<file path="config.mk">
export PLATFORM = sky130hd
export DESIGN_NAME = seg7_scan_decoder_flat
export DESIGN_NICKNAME = d
export VERILOG_FILES = /design/src/rtl/seg7_scan_decoder_if.sv /design/src/rtl/seg7_scan_decoder.sv /design/src/flat_wrapper.sv
export SDC_FILE = /design/constraint.sdc
export NUM_CORES = 1
export LEC_CHECK = 0
export CORE_MARGIN = 2
export CORE_UTILIZATION = 55
export DETAILED_ROUTE_END_ITERATION = 8
export PLACE_DENSITY = 0.78
export SLEW_MARGIN = 15
export SYNTH_ARGS = -nofsm -noshare
export SYNTH_HDL_FRONTEND = slang
export SYNTH_SLANG_ARGS = --single-unit
</file>
<file path="constraint.sdc">
create_clock -name clk_in -period 3.55 [get_ports clk_in]
set_clock_uncertainty 0.1 [all_clocks]
set_input_delay 0.355 -clock clk_in [delete_from_list [all_inputs] [get_ports clk_in]]
set_output_delay 0.355 -clock clk_in [all_outputs]
set_load 0.005 [all_outputs]
</file>
<file path="src/rtl/seg7_scan_decoder_if.sv">
// -----------------------------------------------------------------------------
// seg7_scan_decoder_if
// Bundles the scanned 7-segment bus observed by seg7_scan_decoder together
// with the reconstructed-value outputs it produces.
//   display     [6:0]  segment bus, active-low, bit0=a .. bit6=g
//   on_off      [3:0]  anode enables, active-low, on_off[i]=0 selects digit i
//   value       [15:0] last complete frame, value[4i+3:4i] = digit i
//   frame_done         one-cycle pulse when value is updated
//   frame_ok           last completed frame had four legal segment patterns
//   seg_error          one-cycle pulse on capture of an unrecognised pattern
//   anode_error        one-cycle pulse on a stable multi-digit anode pattern
// master: the side driving the display (driver model / testbench)
// slave : the decoder
// -----------------------------------------------------------------------------
interface seg7_scan_decoder_if;
    logic [6:0]  display;
    logic [3:0]  on_off;
    logic [15:0] value;
    logic        frame_done;
    logic        frame_ok;
    logic        seg_error;
    logic        anode_error;

    modport master (
        output display, on_off,
        input  value, frame_done, frame_ok, seg_error, anode_error
    );

    modport slave (
        input  display, on_off,
        output value, frame_done, frame_ok, seg_error, anode_error
    );
endinterface

</file>
<file path="src/rtl/seg7_scan_decoder.sv">
// -----------------------------------------------------------------------------
// seg7_scan_decoder
// Watches a 4-digit multiplexed 7-segment display (segment bus + anode
// enables) and rebuilds the four displayed hex digits into one 16-bit value.
// A digit is captured once per anode dwell after the anode pattern has been
// stable long enough; once all four slots have been seen the frame is
// published atomically.
// Ports:
//   clk_in  : system clock, rising edge
//   reset   : asynchronous, active-high, clears all state
//   bus     : seg7_scan_decoder_if.slave (display/on_off in, results out)
// Parameters:
//   SETTLE_CYCLES : stable cycles required before capture (1..255)
// -----------------------------------------------------------------------------
module seg7_scan_decoder #(
    parameter int SETTLE_CYCLES = 4
) (
    input  logic                 clk_in,
    input  logic                 reset,
    seg7_scan_decoder_if.slave   bus
);

    localparam logic [7:0] SETTLE_MAX = 8'(SETTLE_CYCLES);
    localparam logic [7:0] SETTLE_CAP = 8'(SETTLE_CYCLES - 1);

    // Active-high {g..a} pattern to {valid, nibble}.
    function automatic logic [4:0] seg_decode(input logic [6:0] seg);
        case (seg)
            7'h3F:   seg_decode = {1'b1, 4'h0};
            7'h06:   seg_decode = {1'b1, 4'h1};
            7'h5B:   seg_decode = {1'b1, 4'h2};
            7'h4F:   seg_decode = {1'b1, 4'h3};
            7'h66:   seg_decode = {1'b1, 4'h4};
            7'h6D:   seg_decode = {1'b1, 4'h5};
            7'h7D:   seg_decode = {1'b1, 4'h6};
            7'h07:   seg_decode = {1'b1, 4'h7};
            7'h7F:   seg_decode = {1'b1, 4'h8};
            7'h6F:   seg_decode = {1'b1, 4'h9};
            7'h77:   seg_decode = {1'b1, 4'hA};
            7'h7C:   seg_decode = {1'b1, 4'hB};
            7'h39:   seg_decode = {1'b1, 4'hC};
            7'h5E:   seg_decode = {1'b1, 4'hD};
            7'h79:   seg_decode = {1'b1, 4'hE};
            7'h71:   seg_decode = {1'b1, 4'hF};
            default: seg_decode = {1'b0, 4'h0};
        endcase
    endfunction

    // Active-high anode mask to {legal one-hot, slot index}.
    function automatic logic [2:0] slot_of(input logic [3:0] an);
        case (an)
            4'b0001: slot_of = {1'b1, 2'd0};
            4'b0010: slot_of = {1'b1, 2'd1};
            4'b0100: slot_of = {1'b1, 2'd2};
            4'b1000: slot_of = {1'b1, 2'd3};
            default: slot_of = {1'b0, 2'd0};
        endcase
    endfunction

    logic [6:0]  d_q, d_d;
    logic [3:0]  a_q, a_d;
    logic [3:0]  a_prev_q, a_prev_d;
    logic [7:0]  cnt_q, cnt_d;
    logic [15:0] shadow_q, shadow_d;
    logic [3:0]  seen_q, seen_d;
    logic        bad_q, bad_d;
    logic [15:0] value_q, value_d;
    logic        frame_done_q, frame_done_d;
    logic        frame_ok_q, frame_ok_d;
    logic        seg_error_q, seg_error_d;
    logic        anode_error_q, anode_error_d;

    logic [4:0]  dec_s;
    logic [2:0]  slot_s;
    logic        changed_s;
    logic        capture_s;
    logic        complete_s;

    assign dec_s      = seg_decode(~d_q);
    assign slot_s     = slot_of(~a_q);
    assign changed_s  = (a_q != a_prev_q);
    // Counter only passes SETTLE_CAP once per dwell, so one capture per dwell.
    assign capture_s  = !changed_s && (cnt_q == SETTLE_CAP);
    assign complete_s = (seen_q == 4'hF);

    // Next-state logic: input stage, settle counter, capture and frame publish.
    always_comb begin
        d_d           = bus.display;
        a_d           = bus.on_off;
        a_prev_d      = a_q;
        shadow_d      = shadow_q;
        seen_d        = seen_q;
        bad_d         = bad_q;
        value_d       = value_q;
        frame_done_d  = 1'b0;
        frame_ok_d    = frame_ok_q;
        seg_error_d   = 1'b0;
        anode_error_d = 1'b0;

        if (changed_s) begin
            cnt_d = 8'd0;
        end else if (cnt_q < SETTLE_MAX) begin
            cnt_d = cnt_q + 8'd1;
        end else begin
            cnt_d = cnt_q;
        end

        // Publish one cycle after the fourth slot was seen; the partial-frame
        // tracking restarts in the same cycle.
        if (complete_s) begin
            value_d      = shadow_q;
            frame_ok_d   = !bad_q;
            frame_done_d = 1'b1;
            seen_d       = 4'h0;
            bad_d        = 1'b0;
        end else begin
            frame_done_d = 1'b0;
        end

        if (capture_s) begin
            if (slot_s[2]) begin
                shadow_d[{slot_s[1:0], 2'b00} +: 4] = dec_s[3:0];
                seen_d[slot_s[1:0]] = 1'b1;
                if (!dec_s[4]) begin
                    seg_error_d = 1'b1;
                    bad_d       = 1'b1;
                end else begin
                    seg_error_d = 1'b0;
                end
            end else if (a_q != 4'hF) begin
                // Two or more anodes driven at once.
                anode_error_d = 1'b1;
            end else begin
                // Blanking interval: nothing to capture.
                anode_error_d = 1'b0;
            end
        end else begin
            seg_error_d = 1'b0;
        end
    end

    // State registers; reset leaves the input stage showing "all off".
    always_ff @(posedge clk_in or posedge reset) begin
        if (reset) begin
            d_q           <= 7'h7F;
            a_q           <= 4'hF;
            a_prev_q      <= 4'hF;
            cnt_q         <= 8'd0;
            shadow_q      <= 16'h0000;
            seen_q        <= 4'h0;
            bad_q         <= 1'b0;
            value_q       <= 16'h0000;
            frame_done_q  <= 1'b0;
            frame_ok_q    <= 1'b0;
            seg_error_q   <= 1'b0;
            anode_error_q <= 1'b0;
        end else begin
            d_q           <= d_d;
            a_q           <= a_d;
            a_prev_q      <= a_prev_d;
            cnt_q         <= cnt_d;
            shadow_q      <= shadow_d;
            seen_q        <= seen_d;
            bad_q         <= bad_d;
            value_q       <= value_d;
            frame_done_q  <= frame_done_d;
            frame_ok_q    <= frame_ok_d;
            seg_error_q   <= seg_error_d;
            anode_error_q <= anode_error_d;
        end
    end

    assign bus.value       = value_q;
    assign bus.frame_done  = frame_done_q;
    assign bus.frame_ok    = frame_ok_q;
    assign bus.seg_error   = seg_error_q;
    assign bus.anode_error = anode_error_q;

endmodule

</file>
<file path="src/flat_wrapper.sv">
// flat-port wrapper written by rule: the top's interface ports become plain ports
module seg7_scan_decoder_flat 
#(
    parameter int SETTLE_CYCLES = 4
)
  (clk_in, reset, bus_display, bus_on_off, bus_value, bus_frame_done, bus_frame_ok, bus_seg_error, bus_anode_error);
  seg7_scan_decoder_if bus_i ();
  input  logic clk_in;
  input  logic reset;
  input wire logic [$bits(bus_i.display)-1:0] bus_display;
  input wire logic [$bits(bus_i.on_off)-1:0] bus_on_off;
  output wire logic [$bits(bus_i.value)-1:0] bus_value;
  output wire logic [$bits(bus_i.frame_done)-1:0] bus_frame_done;
  output wire logic [$bits(bus_i.frame_ok)-1:0] bus_frame_ok;
  output wire logic [$bits(bus_i.seg_error)-1:0] bus_seg_error;
  output wire logic [$bits(bus_i.anode_error)-1:0] bus_anode_error;
  assign bus_i.display = bus_display;
  assign bus_i.on_off = bus_on_off;
  assign bus_value = bus_i.value;
  assign bus_frame_done = bus_i.frame_done;
  assign bus_frame_ok = bus_i.frame_ok;
  assign bus_seg_error = bus_i.seg_error;
  assign bus_anode_error = bus_i.anode_error;
  seg7_scan_decoder #(.SETTLE_CYCLES(SETTLE_CYCLES)) u_core (.clk_in(clk_in), .reset(reset), .bus(bus_i));
endmodule
</file>
Word-level counts from Yosys, hierarchy flattened
Cells that the tools add are included.

word-level totals
  logic and storage cells = 73
  output and inout port bits = 20
  register bits = 64

cells by class
  reduce and logical (&&, ||, !) cells = 6
  add/sub/neg operators = 2
  equal/unequal tests = 24
  bitwise gates (word level) = 3
  order comparisons = 3
  shift operators = 2
  multiplexer cells = 21

operator list
  operator                count
  $eq 7x7->1 const B      12
  $pmux 5 s16             1
  $bwmux 16               1
  $mux 8                  2
  $shift 4x6->16 const A  1
  $shiftx 4x6->16         1
  $eq 7x3->1 const B      2
  $eq 7x6->1 const B      2
  $mux 1                  12
  $mux 4                  3
  $pmux 3 s4              1
  $add 8x1->8 const B     1
  $eq 4x4->1 const B      2
  $eq 8x2->1 const B      1
  $lt 8x3->1 const B      1
  $not 7->7               1
  $neg 4->6               1
  $eq 4x1->1 const B      1
  $eq 4x2->1 const B      1
  $eq 4x3->1 const B      1
  $ne 4x4->1              1
  $ne 4x4->1 const B      1
  $not 4->4               1
  $or 4x4->4              1
  7 further kinds         9

Longest topological paths before layout
Gate-level depths: netlist of run 1.

  depth in word-level cells = 10
  mapped depth = 9
  mapped depth without buffers = 7

Worst setup path before layout of run 1
OpenSTA, ideal clock, no wires.

  kind = reg2reg
  start point = reg u_core.a_q[3] (netlist: u_core.a_prev_d[3])
  end point = reg u_core.shadow_q[14]
  setup time = 78 ps
  arrival = 2342 ps
  clock period less this slack = 2520 ps
  buffers on the path = 2
  stages on the path, launching flop included = 10
  setup slack = 1030 ps
  cell sequence = dfstp_2 > buf_2 > xor2_1 > and3_1 > clkbuf_1 > inv_1 > ha_1 > nand3b_1 > or3_1 > o2bb2ai_1

between the ends
  longest elaborated chain between the ends = 6

ends and longest elaborated chain
  what                                               RTL line                  RTL
  from (decl)                                        seg7_scan_decoder.sv:61   logic [3:0] a_q, a_d;
  from (signal assigned)                             seg7_scan_decoder.sv:146  a_q <= 4'hF;
  from (signal assigned)                             seg7_scan_decoder.sv:159  a_q <= a_d;
  $not 4->4                                          seg7_scan_decoder.sv:80   assign slot_s = slot_of(~a_q);
  $eq 4x4->1, or another cell as far along           seg7_scan_decoder.sv:51   case (an)
  $pmux 3 s4                                         seg7_scan_decoder.sv:51
  $neg 4->6                                          seg7_scan_decoder.sv:122  shadow_d[{slot_s[1:0], 2'b00} +: 4] = dec_s[3:0];
  $shiftx 4x6->16 or $shift 4x6->16 (tied branches)  seg7_scan_decoder.sv:122
  $bwmux 16                                          seg7_scan_decoder.sv:122
  to (signal assigned)                               seg7_scan_decoder.sv:162  shadow_q <= shadow_d;
  to (decl)                                          seg7_scan_decoder.sv:64   logic [15:0] shadow_q, shadow_d;

Several ways; a longest one is shown, not always the timed one.
A chain may end at the register's enable or synchronous reset.

Final worst setup path of run 1
Ends and elaborated chain as after synthesis.

==> results of run 1 <==
==> placed cells by master (no fill, tap or decap), types with 2 or more instances in the layout <==
master,n
nand2b_1,2
inv_1,3
nor4_1,2
and3b_1,2
clkbuf_8,12
nor3_1,5
a21oi_1,3
o2111ai_1,3
o221ai_1,3
and2_1,6
buf_4,3
mux2i_1,2
ha_1,8
nor2_1,7
nand3b_1,3
nand4b_1,3
nand2_1,66
xor2_1,8
or3_1,5
o21ai_0,6
dfstp_2,15
o2bb2ai_1,3
nor3b_1,3
nor2b_1,3
clkdlybuf4s50_1,32
dfrtp_1,49
nand4_1,3
a22o_1,12
nand3_1,5
==> worst reg2reg max path: cells and delay by family (launching register included) <==
kind	cells	cell delay, ns
simple gates	3	0.92
flops	1	0.60
fa+ha+maj	1	0.36
xor+xnor	1	0.15
buf+inv	1	0.15
compound gates	1	0.14
==> state kept, by name (all words and copies together) (netlist names), 4 cells and up <==
signal,count
u_core.d_q,7
u_core.a_prev_d,4
u_core.bus.value,16
u_core.cnt_q,8
u_core.shadow_q,16
u_core.seen_q,4
u_core.a_prev_q,4
==> per-layer routing <==
layer	track usage	vias to the layer above	wire, um
li1	-	1007	-
met4	0.115	0	121
met1	0.260	949	2340
met5	0	-	0
met2	0.312	52	2430
met3	0.0462	16	201
==> where the power goes <==
part / switching, W / leakage [nW] / internal (W)
clock: 0.000265 / 0.109 / 0.000381
combinational: 0.0000445 / 0.641 / 0.0000342
sequential: 0.0000183 / 0.842 / 0.000746
==> path summary, 6_finish.rpt <==
check	start	end	cells after the start
max in group asynchronous	reset	u_core.shadow_q[10]	3
min in group asynchronous	reset	u_core.bus.value[1]	2
min	u_core.a_prev_d[0]	u_core.a_prev_q[0]	0
min reg2reg	u_core.a_prev_d[0]	u_core.a_prev_q[0]	0
max	u_core.a_prev_d[3]	u_core.shadow_q[14]	7
max reg2reg	u_core.a_prev_d[3]	u_core.shadow_q[14]	7
==> cell type report <==
class	count	area, um2
sequential	64	1620
fill	426	1600
clock buffer	12	165
clock inverter	4	51.3
tap	70	87.6
timing repair buffer	35	343
inverter	5	18.8
multi-input combinational	185	1190
==> cells by family after synthesis <==
group / Yosys count / synth area share
XOR/XNOR: 9 / 0.0273
multiplexers: 3 / 0.0108
AND/OR/NAND/NOR: 124 / 0.222
AO/OA/AOI/OAI: 40 / 0.114
buffers and inverters: 19 / 0.0256
flip-flops: 64 / 0.562
adder cells (fa/ha/maj): 9 / 0.0382
==> per-stage QoR <==
step           hold slack, ns  total power (W)  area (um2)  cells
2_1_floorplan           0.252         0.000828        2890    268
3_3_place_gp            0.299         0.000854        3260    359
3_5_place_dp            0.298         0.000857        3260    359
4_1_cts                 0.307          0.00151        3480    375
5_1_grt                 0.311          0.00156        3480    375
6_report                0.305          0.00149        3480    375
==> impl_metrics.toml, run 1 <==
[worst_setup_path]
crit_fanout = 9
worstPathRequired_ns = 3.72
end_kind = "flop"
critical_path_buf_inv_count = 1
worstSetupPathType = "reg2reg"
reg2reg_setup_slack_ns = 1.06
crit_slowest_cell = "dfstp_2"
max_stage_delay_ns = 0.60
path_delay_family = "simple AND/OR/NAND/NOR gates"
critPathLaunchType = "flop"
worstPathArrival_ns = 2.66
cp_cell_sequence = "xor2_1 -> and3_1 -> inv_1 -> ha_1 -> nand3b_1 -> or3_1 -> o2bb2ai_1"

[global_route]
grt_max_degree = 43
grt.overflow.total = 0
antenna_found_initial = 0
grtUsageTotal = 0.201
grt_pass1_wl_um = 9110
grt_pass1_vias = 2004

[placed_design]
pre_cts_slack_ns = 1.07
dp_hpwl_um = 3580
gp_congestion = 0.860
io_buffers = 32

[detailed_routing]
routed_wl_um = 5090
ant_nets = 0
drcViolationCount = 0
dr_total_vias = 2024
drt_iter0_markers = 181
viasPerCell = 5.40
drt_first_pass_iters = 4
avgRoutedWirePerCell_um = 13.6

[timing]
post-route-period-util = 0.702
max_freq_mhz = 401
max_slew_margin = 0.451
worst_pin_slew_ns = 0.822
fin_ws_ns = 1.06
slew_violations = 0
period_minus_slack_ns = 2.49
rsz0062_at_grt = "false"
final_hold_viol_count = 0
finalSetupTns_ns = 0
finalSetupViolations = 0

[synth]
synthFlopType = "dfrtp_1"
synth_edf_count = 0
syn_area_um2 = 2890
syn_inst = 268
yosys-top-cells-area = "dfrtp_1, dfstp_2, nand2_1"
seq_area_frac_synth = 0.562
avgSynthCellArea_um2 = 10.8
synthArstFlopShare = 1.00
synth_cell_types = 52
synth_common_cells = "nand2_1, dfrtp_1, dfstp_2"
synth_top_area_cell = "dfrtp_1"
ys_ff_latch = 64
synth.most_common_cell = "nand2_1"
synth.top_cell.area_share = 0.425
yosys_warnings = 0
syn_nets = 289

[floorplan]
die_x_um = 76.4
initial_core_util = 0.569
rows = 26
fp.dieH_um = 76.4
dieArea_um2 = 5840
io_pins = 33
core_um2 = 5070

[clocking]
path_clk_slew_ns = 0.06
post_cts_buffers = 0
cts_sinks = 64
cts_root_buffer = "clkbuf_8"
cts_buffers = 9
hold_buffers = 0
cts_resized = 0
tritoncts = "yes"
htreeDepth = 3
insertion_delay_ns = 0.34
clockBufferDepth = 2

[min_path]
hp-class = "reg2reg"

[final_layout]
final_core_util = 0.685
layout-drive-gt1-share = 0.138
antenna_cells = 0
syn_to_final_growth_pct = 20.5
fin_nets = 321

[pwr]
leakage_nw = 1.59
p_per_area_nw_per_um2 = 429
ir_drop_mv = 0.300

[outcome]
status = "completed"

[job]
drv_cap = 0
No activity file was read; power rests on OpenSTA's default activity.
==> run 2, diff against run 1 <==
- clock period: 3.55 -> 2.4 ns (I/O delays scaled with it)
==> run 2 against run 1 <==
First-iteration DRC count decreased by 42%. Via count increased by 0.25%. Setup slack got worse by 0.85 ns. Core utilization increased by 0.67 points. Non-clock buffer count increased by 4. Routed wire length decreased by 0.16%. Sequential share of layout area decreased by 0.45 points. Sequential power increased by 48%. Power increased by 50%. Fmax increased by 13%.
==> impl_metrics.toml, run 2 (synthesized netlist as in run 1, its figures left out) <==
[floorplan]
core_um2 = 5070
die_x_um = 76.4
fp.dieH_um = 76.4
initial_core_util = 0.569
io_pins = 33
dieArea_um2 = 5840
rows = 26

[timing]
rsz0062_at_grt = "false"
final_hold_viol_count = 0
post-route-period-util = 0.915
finalSetupViolations = 0
max_slew_margin = 0.627
worst_pin_slew_ns = 0.560
slew_violations = 0
holdWs_ns = 0.149
max_freq_mhz = 456
finalSetupTns_ns = 0
period_minus_slack_ns = 2.20

[min_path]
hp-class = "in2async"

[final_layout]
fill_cells = 405
antenna_cells = 0
final_core_util = 0.692
syn_to_final_growth_pct = 21.7
stdcell_area_um2 = 3510
fin_nets = 325
multi_input_area_um2 = 1190
final_common_cell = "nand2_1"
mostFrequentLayoutCells = "nand2_1, dfrtp_1, clkdlybuf4s50_1, dfstp_2, a22o_1"
seqCellArea_um2 = 1620
layout-drive-gt1-share = 0.143

[placed_design]
io_buffers = 32
gp_congestion = 0.900
dp_hpwl_um = 3520
dpl_cell_area_um2 = 3300

[detailed_routing]
drcViolationCount = 0
routed_wl_um = 5080
drt_first_pass_iters = 4
avgRoutedWirePerCell_um = 13.5
ant_nets = 0
drt_iter0_markers = 105
dr_total_vias = 2029
viasPerCell = 5.38

[clocking]
insertion_delay_ns = 0.34
clockBufferDepth = 2
tritoncts = "yes"
cts_buffers = 9
cts_resized = 0
path_clk_slew_ns = 0.06
hold_buffers = 0
cts_root_buffer = "clkbuf_8"
htreeDepth = 3
cts_sinks = 64
post_cts_buffers = 0

[pwr]
leakage_nw = 1.62
p_per_area_nw_per_um2 = 638
power.internal_w = 0.00176
ir_drop_mv = 0.585
switching_share = 0.215
pwr-share-clk = 0.440
switchingPower_w = 0.000480
p_seq_frac = 0.506
pwr-share-comb = 0.055

[worst_setup_path]
worstSetupPathType = "reg2reg"
worstPathArrival_ns = 2.37
crit_slowest_cell = "dfstp_2"
cp_cell_sequence = "xor2_1 -> and3_1 -> inv_1 -> ha_1 -> nand3b_1 -> nor3_1 -> a22o_1"
worstPathRequired_ns = 2.57
crit_fanout = 7
end_kind = "flop"
critPathLaunchType = "flop"
max_stage_delay_ns = 0.61

[job]
drv_cap = 0

[global_route]
grt_max_degree = 41
grtUsageTotal = 0.197
grt_pass1_vias = 1944
grt.overflow.total = 0
antenna_found_initial = 0
grt_pass1_wl_um = 9060

[outcome]
status = "completed"
run 2: critical path, delay by kind of cell, from the launching register on:
family / cells / cell delay, ns
flops: 1 / 0.61
fa+ha+maj: 1 / 0.34
xor+xnor: 1 / 0.15
buf+inv: 1 / 0.08
simple gates: 3 / 0.67
compound gates: 1 / 0.19
run 2: layout make-up:
type                            count  area share
Timing Repair Buffer               39       0.110
Clock buffer                       10      0.0392
Tap cell                           70      0.0249
Inverter                            5     0.00535
Multi-Input combinational cell    185       0.339
Sequential cell                    64       0.462
Clock inverter                      4      0.0200
run 2: through the flow:
| stage | worst slack (ns) | std cells | power, W |
|---|---|---|---|
| after CTS | 0.197 | 377 | 0.00226 |
| after detailed placement | 0.207 | 363 | 0.00127 |
| after global placement | 0.252 | 363 | 0.00127 |
| after global routing | 0.0553 | 377 | 0.00233 |
| final | 0.205 | 377 | 0.00224 |
| after floorplan | 0.0504 | 268 | 0.00122 |
run 2: worst paths after layout:
path	from	endpoint	slack, ns	cells after the start
min in group clk_in	bus_display[2]	u_core.d_q[2]	0.21	1
max in group asynchronous	reset	u_core.seen_q[1]	1.49	3
worst min register to register	u_core.a_prev_d[0]	u_core.a_prev_q[0]	0.31	0
worst min-delay path	reset	u_core.bus.anode_error	0.15	2
worst max register to register	u_core.a_prev_d[3]	u_core.shadow_q[12]	0.20	7
worst max-delay path	u_core.a_prev_d[3]	u_core.shadow_q[12]	0.20	7
run 2: routing by layer:
metal | vias up | GRT usage | share of wire
met1 | 970 | 0.263 | 0.48
met4 | 0 | 0.104 | 0.025
met3 | 10 | 0.0450 | 0.035
met2 | 43 | 0.300 | 0.46
met5 | - | 0 | 0
li1 | 1006 | - | -
run 2: power groups by stage:
stage / registers (W) / clock network (W) / logic, W
after detailed placement: 0.00115 / 0 / 0.000124
after global routing: 0.00113 / 0.00105 / 0.000139
final: 0.00113 / 0.000984 / 0.000122
after floorplan: 0.00113 / 0 / 0.0000952
after CTS: 0.00113 / 0.00100 / 0.000124
after global placement: 0.00115 / 0 / 0.000122
